[config.mk]
export PLATFORM = sky130hd
export DESIGN_NAME = wb_timer
export DESIGN_NICKNAME = d
export VERILOG_FILES = /design/src/rtl/wb_timer.sv
export SDC_FILE = /design/constraint.sdc
export NUM_CORES = 1
export LEC_CHECK = 0
export CORE_MARGIN = 2
export CORE_UTILIZATION = 30
export DETAILED_ROUTE_END_ITERATION = 8
export PLACE_DENSITY_LB_ADDON = 0.05
export SETUP_SLACK_MARGIN = 0.4
export SYNTH_ARGS = -nofsm -noshare
export SYNTH_HDL_FRONTEND = slang
export SYNTH_SLANG_ARGS = --single-unit
[constraint.sdc]
create_clock -name clk -period 2.54 [get_ports clk]
set_input_delay 0.508 -clock clk [delete_from_list [all_inputs] [get_ports clk]]
set_output_delay 0.508 -clock clk [all_outputs]
set_load 0.005 [all_outputs]
[src/rtl/wb_timer.sv]
// Strobe/acknowledge bus responder with a four-register prescaled down-counter timer.
// Accesses are performed once on entry to ACK; the timer raises irq_o when PEND and IE are both set.
module wb_timer #(
  parameter logic [31:0] BASE_ADDR   = 32'hFFFF_0000,
  parameter int unsigned WAIT_STATES = 0
) (
  input  logic        clk,
  input  logic        rst_i,
  input  logic        stb_i,
  input  logic        we_i,
  input  logic [31:0] adr_i,
  input  logic [3:0]  sel_i,
  input  logic [31:0] dat_i,
  output logic [31:0] dat_o,
  output logic        ack_o,
  output logic        irq_o
);
  // Bus handshake: the initiator holds stb_i and the address/data stable until it
  // sees ack_o = 1, then drops stb_i; ack_o falls on the first edge sampling stb_i = 0.
  typedef enum logic [1:0] {IDLE, WAIT, ACK} state_t;

  localparam bit         NO_WAIT   = (WAIT_STATES == 0);
  localparam logic [3:0] WAIT_INIT = NO_WAIT ? 4'd0 : 4'(WAIT_STATES - 1);

  state_t      state;
  logic [3:0]  wait_cnt;
  logic        en, ie, auto_rl, pend;
  logic [15:0] presc, pre_cnt;
  logic [31:0] load, count;

  logic        hit, go_ack, wr_commit;
  logic        wr_ctrl, wr_load, wr_count, wr_status;
  logic        tick, expiry, en_rise, pend_clr;
  logic [31:0] wmask, ctrl_val, ctrl_new, load_new, count_new, rd_val;
  logic        unused_ok;

  assign hit    = (adr_i[31:4] == BASE_ADDR[31:4]);
  assign go_ack = stb_i && (((state == IDLE) && hit && NO_WAIT) ||
                            ((state == WAIT) && (wait_cnt == 4'd0)));
  assign wr_commit = go_ack && we_i;

  assign wr_ctrl   = wr_commit && (adr_i[3:2] == 2'd0);
  assign wr_load   = wr_commit && (adr_i[3:2] == 2'd1);
  assign wr_count  = wr_commit && (adr_i[3:2] == 2'd2);
  assign wr_status = wr_commit && (adr_i[3:2] == 2'd3);

  assign wmask = {{8{sel_i[3]}}, {8{sel_i[2]}}, {8{sel_i[1]}}, {8{sel_i[0]}}};

  assign ctrl_val  = {presc, 13'd0, auto_rl, ie, en};
  assign ctrl_new  = (ctrl_val & ~wmask) | (dat_i & wmask);
  assign load_new  = (load & ~wmask) | (dat_i & wmask);
  assign count_new = (count & ~wmask) | (dat_i & wmask);

  assign en_rise  = wr_ctrl && !en && ctrl_new[0];
  assign pend_clr = wr_status && sel_i[0] && dat_i[0];

  // The prescaler only runs while there is something left to count down.
  assign tick   = en && (count != 32'd0) && (pre_cnt == presc);
  assign expiry = tick && (count == 32'd1);

  always_comb begin
    rd_val = 32'd0;
    case (adr_i[3:2])
      2'd0: rd_val = ctrl_val;
      2'd1: rd_val = load;
      2'd2: rd_val = count;
      2'd3: rd_val = {31'd0, pend};
      default: rd_val = 32'd0;
    endcase
  end

  assign irq_o     = pend & ie;
  assign unused_ok = ^{adr_i[1:0], ctrl_new[15:3]};

  always_ff @(posedge clk) begin
    if (rst_i) begin
      state    <= IDLE;
      wait_cnt <= 4'd0;
      ack_o    <= 1'b0;
      dat_o    <= 32'd0;
      en       <= 1'b0;
      ie       <= 1'b0;
      auto_rl  <= 1'b0;
      presc    <= 16'd0;
      pre_cnt  <= 16'd0;
      load     <= 32'd0;
      count    <= 32'd0;
      pend     <= 1'b0;
    end else begin
      case (state)
        IDLE: begin
          if (stb_i && hit) begin
            if (NO_WAIT) begin
              state <= ACK;
              ack_o <= 1'b1;
            end else begin
              state    <= WAIT;
              wait_cnt <= WAIT_INIT;
            end
          end
        end
        WAIT: begin
          if (!stb_i) begin
            state <= IDLE;
          end else if (wait_cnt == 4'd0) begin
            state <= ACK;
            ack_o <= 1'b1;
          end else begin
            wait_cnt <= wait_cnt - 4'd1;
          end
        end
        ACK: begin
          if (!stb_i) begin
            state <= IDLE;
            ack_o <= 1'b0;
          end
        end
        default: begin
          state <= IDLE;
          ack_o <= 1'b0;
        end
      endcase

      if (go_ack && !we_i) dat_o <= rd_val;

      if (en && (count != 32'd0)) begin
        if (tick) begin
          pre_cnt <= 16'd0;
          if (expiry) begin
            if (auto_rl) begin
              count <= load;
            end else begin
              count <= 32'd0;
              en    <= 1'b0;
            end
          end else begin
            count <= count - 32'd1;
          end
        end else begin
          pre_cnt <= pre_cnt + 16'd1;
        end
      end

      // Expiry outranks a simultaneous software clear.
      pend <= expiry | (pend & ~pend_clr);

      // Bus writes come last so they override the counter update of the same edge.
      if (wr_ctrl) begin
        en      <= ctrl_new[0];
        ie      <= ctrl_new[1];
        auto_rl <= ctrl_new[2];
        presc   <= ctrl_new[31:16];
        if (en_rise) begin
          count   <= load;
          pre_cnt <= 16'd0;
        end
      end
      if (wr_load) load <= load_new;
      if (wr_count) begin
        count   <= count_new;
        pre_cnt <= 16'd0;
      end
    end
  end
endmodule

* Word level (Yosys, flattened, before mapping) *
Cells that the tools add are included.

storage, ports and cells
  memories = 0
  register bits = 139
  memory bits (read-only) = 0
  input port bits = 72
  logic and storage cells = 101
  bits in latches = 0
  bits in writable memories = 0
  output and inout port bits = 34

cells by class
  reductions and logical operators = 32
  $add $sub $neg = 3
  shift operators = 0
  multipliers = 0
  bitwise gates (word level) = 13
  magnitude comparators = 0
  eq/ne operators = 14
  multiplexer cells = 27
  divide/modulo/power cells = 0

operators with widths
  operator               number
  $mux 32                7
  $and 32x32->32         4
  $pmux 32 s4            1
  $or 32x32->32          3
  $mux 16                4
  $eq 32x1->1 const B    1
  $not 32->32            1
  $reduce_bool 32->1     1
  $sub 32x1->32 const B  1
  $eq 28x28->1 const B   1
  $logic_and 1x1->1      17
  $add 16x1->16 const B  1
  $eq 16x16->1           1
  $mux 1                 9
  $mux 2                 4
  $reduce_and 4->1       2
  $eq 2x2->1 const B     3
  $ne 2x1->1 const B     3
  $pmux 2 s3             1
  $reduce_and 3->1       2
  $reduce_bool 2->1      3
  $eq 2x1->1 const B     2
  $logic_not 2->1        2
  $logic_not 4->1        1
  other kinds (10)       14

* Longest topological paths before layout *
  depth after elaboration = 11
  depth in mapped cells = 11
  gate-level depth less buffers = 9

* Worst setup path after synthesis *
Ideal clock, no wire load.

  path type = input -> register
  from = input adr_i[13]
  to = register (tool-made name)
  arrival time = 2.433 ns
  cell stages on the path = 8
  setup time = 0.058 ns
  buffers on the path = 1
  setup slack = 0.049 ns
  path through = or4b_4 > nor4_4 > and3_1 > buf_6 > nand2_4 > or3_1 > a21oi_1 > a211o_1

RTL lines
  element             RTL line  text
  start: declaration  11        input logic [31:0] adr_i,

==> out/qor.csv <==
stage,metric,value,unit
outcome,status,"complete, no violations",
clock_tree,CTS tree,built,
logic_synthesis,largest cells by area after synthesis,"dfxtp_1 (34%), mux2i_1 (12%), nor2_1 (7.4%)",
worst_hold_path,worst hold stages,2,
logic_synthesis,"count leader, synth",nor2_1,
die,DIE HEIGHT,165.0,µm
die,Starting Density,0.3071,
clock_tree,hold_buf cts,0,
cells_and_area,ANT cells,0,
cells_and_area,"Area growth, synth to finish",61.84,%
timing,Final Hold Fails,0,
pwr,P_sw,1.211,mW
global_routing,largest net degree at the start of global routing,60,
placement,IO buf count,103,
placement,pre-CTS setup slack,-542.4,ps
timing,final-report max-slew violation count,0,
detailed_routing,DRT iter0 DRCs,570,
pwr,Switching Fraction,0.2490,
timing,period utilisation layout,0.9091,
global_routing,GRT Resource Usage Total,0.2202,
detailed_routing,wire length per cell,20.18,µm
cells_and_area,nets,1228,
placement,"Cell Area, Placed",0.01008,mm²
die,I/O Pins,106,
detailed_routing,Via density,5.278,
cells_and_area,share of layout cells above drive strength 1,0.4107,
clock_tree,Clock Path Buffers,2,
die,core outline area,0.02533,mm²
logic_synthesis,Main synth FF type,dfxtp_1,
detailed_routing,total wire length,30150,µm
clock_tree,CTS root buf,clkbuf_16,
pwr,clock network fraction of total power,0.497,
setup_path,"Max FO, Critical Path",8,
logic_synthesis,Mapped Area,0.007777,mm²
placement,Inst Count DP,1393,
cells_and_area,design area,0.01259,mm²
logic_synthesis,Syn Area/Cell,8.547,µm²
logic_synthesis,number of synthesized flops with an enable pin,0,
die,DIE AREA,0.02723,mm²
pwr,Pint,3.653,mW
cells_and_area,post-route insts no fill,1494,
clock_tree,CTS HTree Levels,4,
setup_path,Worst Setup Path Type,in -> reg,
timing,Slew HR,0.5969,
setup_path,crit end category,register,
die,die width,165.0,µm
detailed_routing,Vias,7886,
timing,Tmin final,2309,ps
setup_path,Worst Reg-to-Reg Cells,10,
pwr,Comb pwr share,0.075,
logic_synthesis,Synth area leader,dfxtp_1,
pwr,sequential share of power,0.428,
worst_hold_path,hold path start,dat_o[15],
global_routing,initial antenna violation count,0,
setup_path,Required @ worst endpoint,2840,ps
setup_path,Critical Path AT,2610,ps
placement,routability cong.,0.8402,
worst_hold_path,Worst Hold Class,reg -> reg,
logic_synthesis,Synth top cells by count,"nor2_1 (154), dfxtp_1 (133), mux2i_1 (92)",
pwr,P_leak,5.048,nW
clock_tree,clock buffer count from CTS,17,
logic_synthesis,asr flop ratio synth,0,
setup_path,startpoint types,input pin,
die,row count,58,
clock_tree,CTS Sinks,133,
logic_synthesis,"flops & latches, synth",133,
cells_and_area,Final Core Density,0.4970,
timing,setup ws final,230.9,ps
timing,Least-Margin Pin Slew,602.7,ps
clock_tree,"Clk pin slew, worst setup/hold paths",60,ps
logic_synthesis,Synth Net Count,986,
timing,Clock Skew,9.390,ps
detailed_routing,iteration count of the initial detailed-routing pass,4,
timing,fmax,433.1,MHz
global_routing,vias in the first global route,7821,
logic_synthesis,Synth cell types,75,
clock_tree,Worst-Skew Late Latency,430,ps
worst_hold_path,"Endpoint, Worst Hold",dat_o[15],
timing,RSZ-0062 raised after global routing,true,
logic_synthesis,Mapped Cells,910,
logic_synthesis,Synth top area share,0.3423,
pwr,Worst VDD drop,0.2878,mV
run,max-capacitance violation count,0,
global_routing,grt total ovfl,0,
logic_synthesis,"Seq/Total Area, Yosys",0.3423,
logic_synthesis,"Warnings, synthesis",0,
detailed_routing,Antenna Nets Post-Route,0,
detailed_routing,Residual DRC,0,
pwr,P per Cell Area,386.4,mW/mm²
timing,Final setup viols,0,
placement,HPWL Detailed,19950,µm
global_routing,global-route wire length before repair,45820,µm
setup_path,R2R Setup Slk,250,ps
placed cells by master, fill, tap and decap left out, types with 16 or more instances in the layout:
| cell | count |
|---|---|
| nand2_1 | 23 |
| buf_6 | 26 |
| clkdlybuf4s50_1 | 90 |
| mux2i_1 | 88 |
| buf_12 | 32 |
| nor2_4 | 21 |
| clkbuf_16 | 18 |
| a211oi_2 | 36 |
| nor3_1 | 16 |
| nor2_2 | 31 |
| dfxtp_1 | 98 |
| buf_4 | 120 |
| dfxtp_2 | 32 |
| a21oi_1 | 70 |
| a21oi_2 | 17 |
| nand4_1 | 18 |
| nor2_1 | 112 |
worst max-delay path: stages:
cell     delay [ps]
buf_6            90
or4b_4          540
nor4_4          280
buf_4           180
and3_4          220
buf_12          110
buf_16          110
buf_12          110
nand3_4          70
buf_12          160
mux2i_2         170
nor2_1           50
metrics by stage:
stage	hold slack [ps]	total power, mW	TNS, ps
4_1_cts	501.5	4.891	0
2_1_floorplan	455.2	2.261	0
3_3_place_gp	481.8	2.462	-52220
3_5_place_dp	493.9	2.460	-52620
5_1_grt	518.8	5.016	0
6_report	503.1	4.864	0
metal layers:
| layer | GRT usage | up-vias | share of wire | routed length (µm) |
|---|---|---|---|---|
| met5 | 0 | - | 0 | 0 |
| met4 | 0.05850 | 0 | 0.013 | 405 |
| met3 | 0.03466 | 25 | 0.043 | 1307 |
| met2 | 0.3411 | 176 | 0.45 | 13660 |
| met1 | 0.3164 | 3850 | 0.49 | 14780 |
| li1 | - | 3835 | - | - |
power groups by stage:
stage	registers (mW)	logic (mW)	clock network [mW]
final	2.08	0.366	2.42
after global routing	2.08	0.387	2.55
after CTS	2.08	0.345	2.46
after detailed placement	2.13	0.328	0
after global placement	2.13	0.330	0
after floorplan	2.13	0.129	0
worst max path at each step:
stage / endpoint / slack (ps) / start / cells past startpoint
after detailed placement: register / -540 / adr_i[6] / 10
final: register / 230 / adr_i[13] / 12
after global placement: register / -540 / adr_i[6] / 10
after global routing: register / 120 / adr_i[13] / 10
after floorplan: register / 60 / adr_i[6] / 8
after CTS: dat_o[13] / 240 / adr_i[15] / 11
what timing repair did:
action	CTS	global route
setup endpoints to repair	130	130
gates cloned	9	2
pin swaps	63	66
resized for setup	187	119
buffers inserted	43	16
cell families (layout without fill, tap and decap cells):
family | after synthesis | in the layout | share of synthesized area
XOR/XNOR | 35 | 35 | 0.03941
buffers and inverters | 81 | 333 | 0.04858
adder cells (fa/ha/maj) | 4 | 4 | 0.006435
AND/OR/NAND/NOR | 326 | 328 | 0.2210
multiplexers | 98 | 98 | 0.1285
AO/OA/AOI/OAI | 233 | 233 | 0.2136
flip-flops | 133 | 133 | 0.3423
layout make-up:
cell class | count | area, µm²
timing repair buffer | 293 | 3161
clock inverter | 11 | 103.9
multi-input combinational | 698 | 5705
fill | 2422 | 12740
clock buffer | 20 | 456.7
inverter | 9 | 33.78
sequential | 133 | 2714
tap | 330 | 412.9
(Power assumes the default switching activity.)
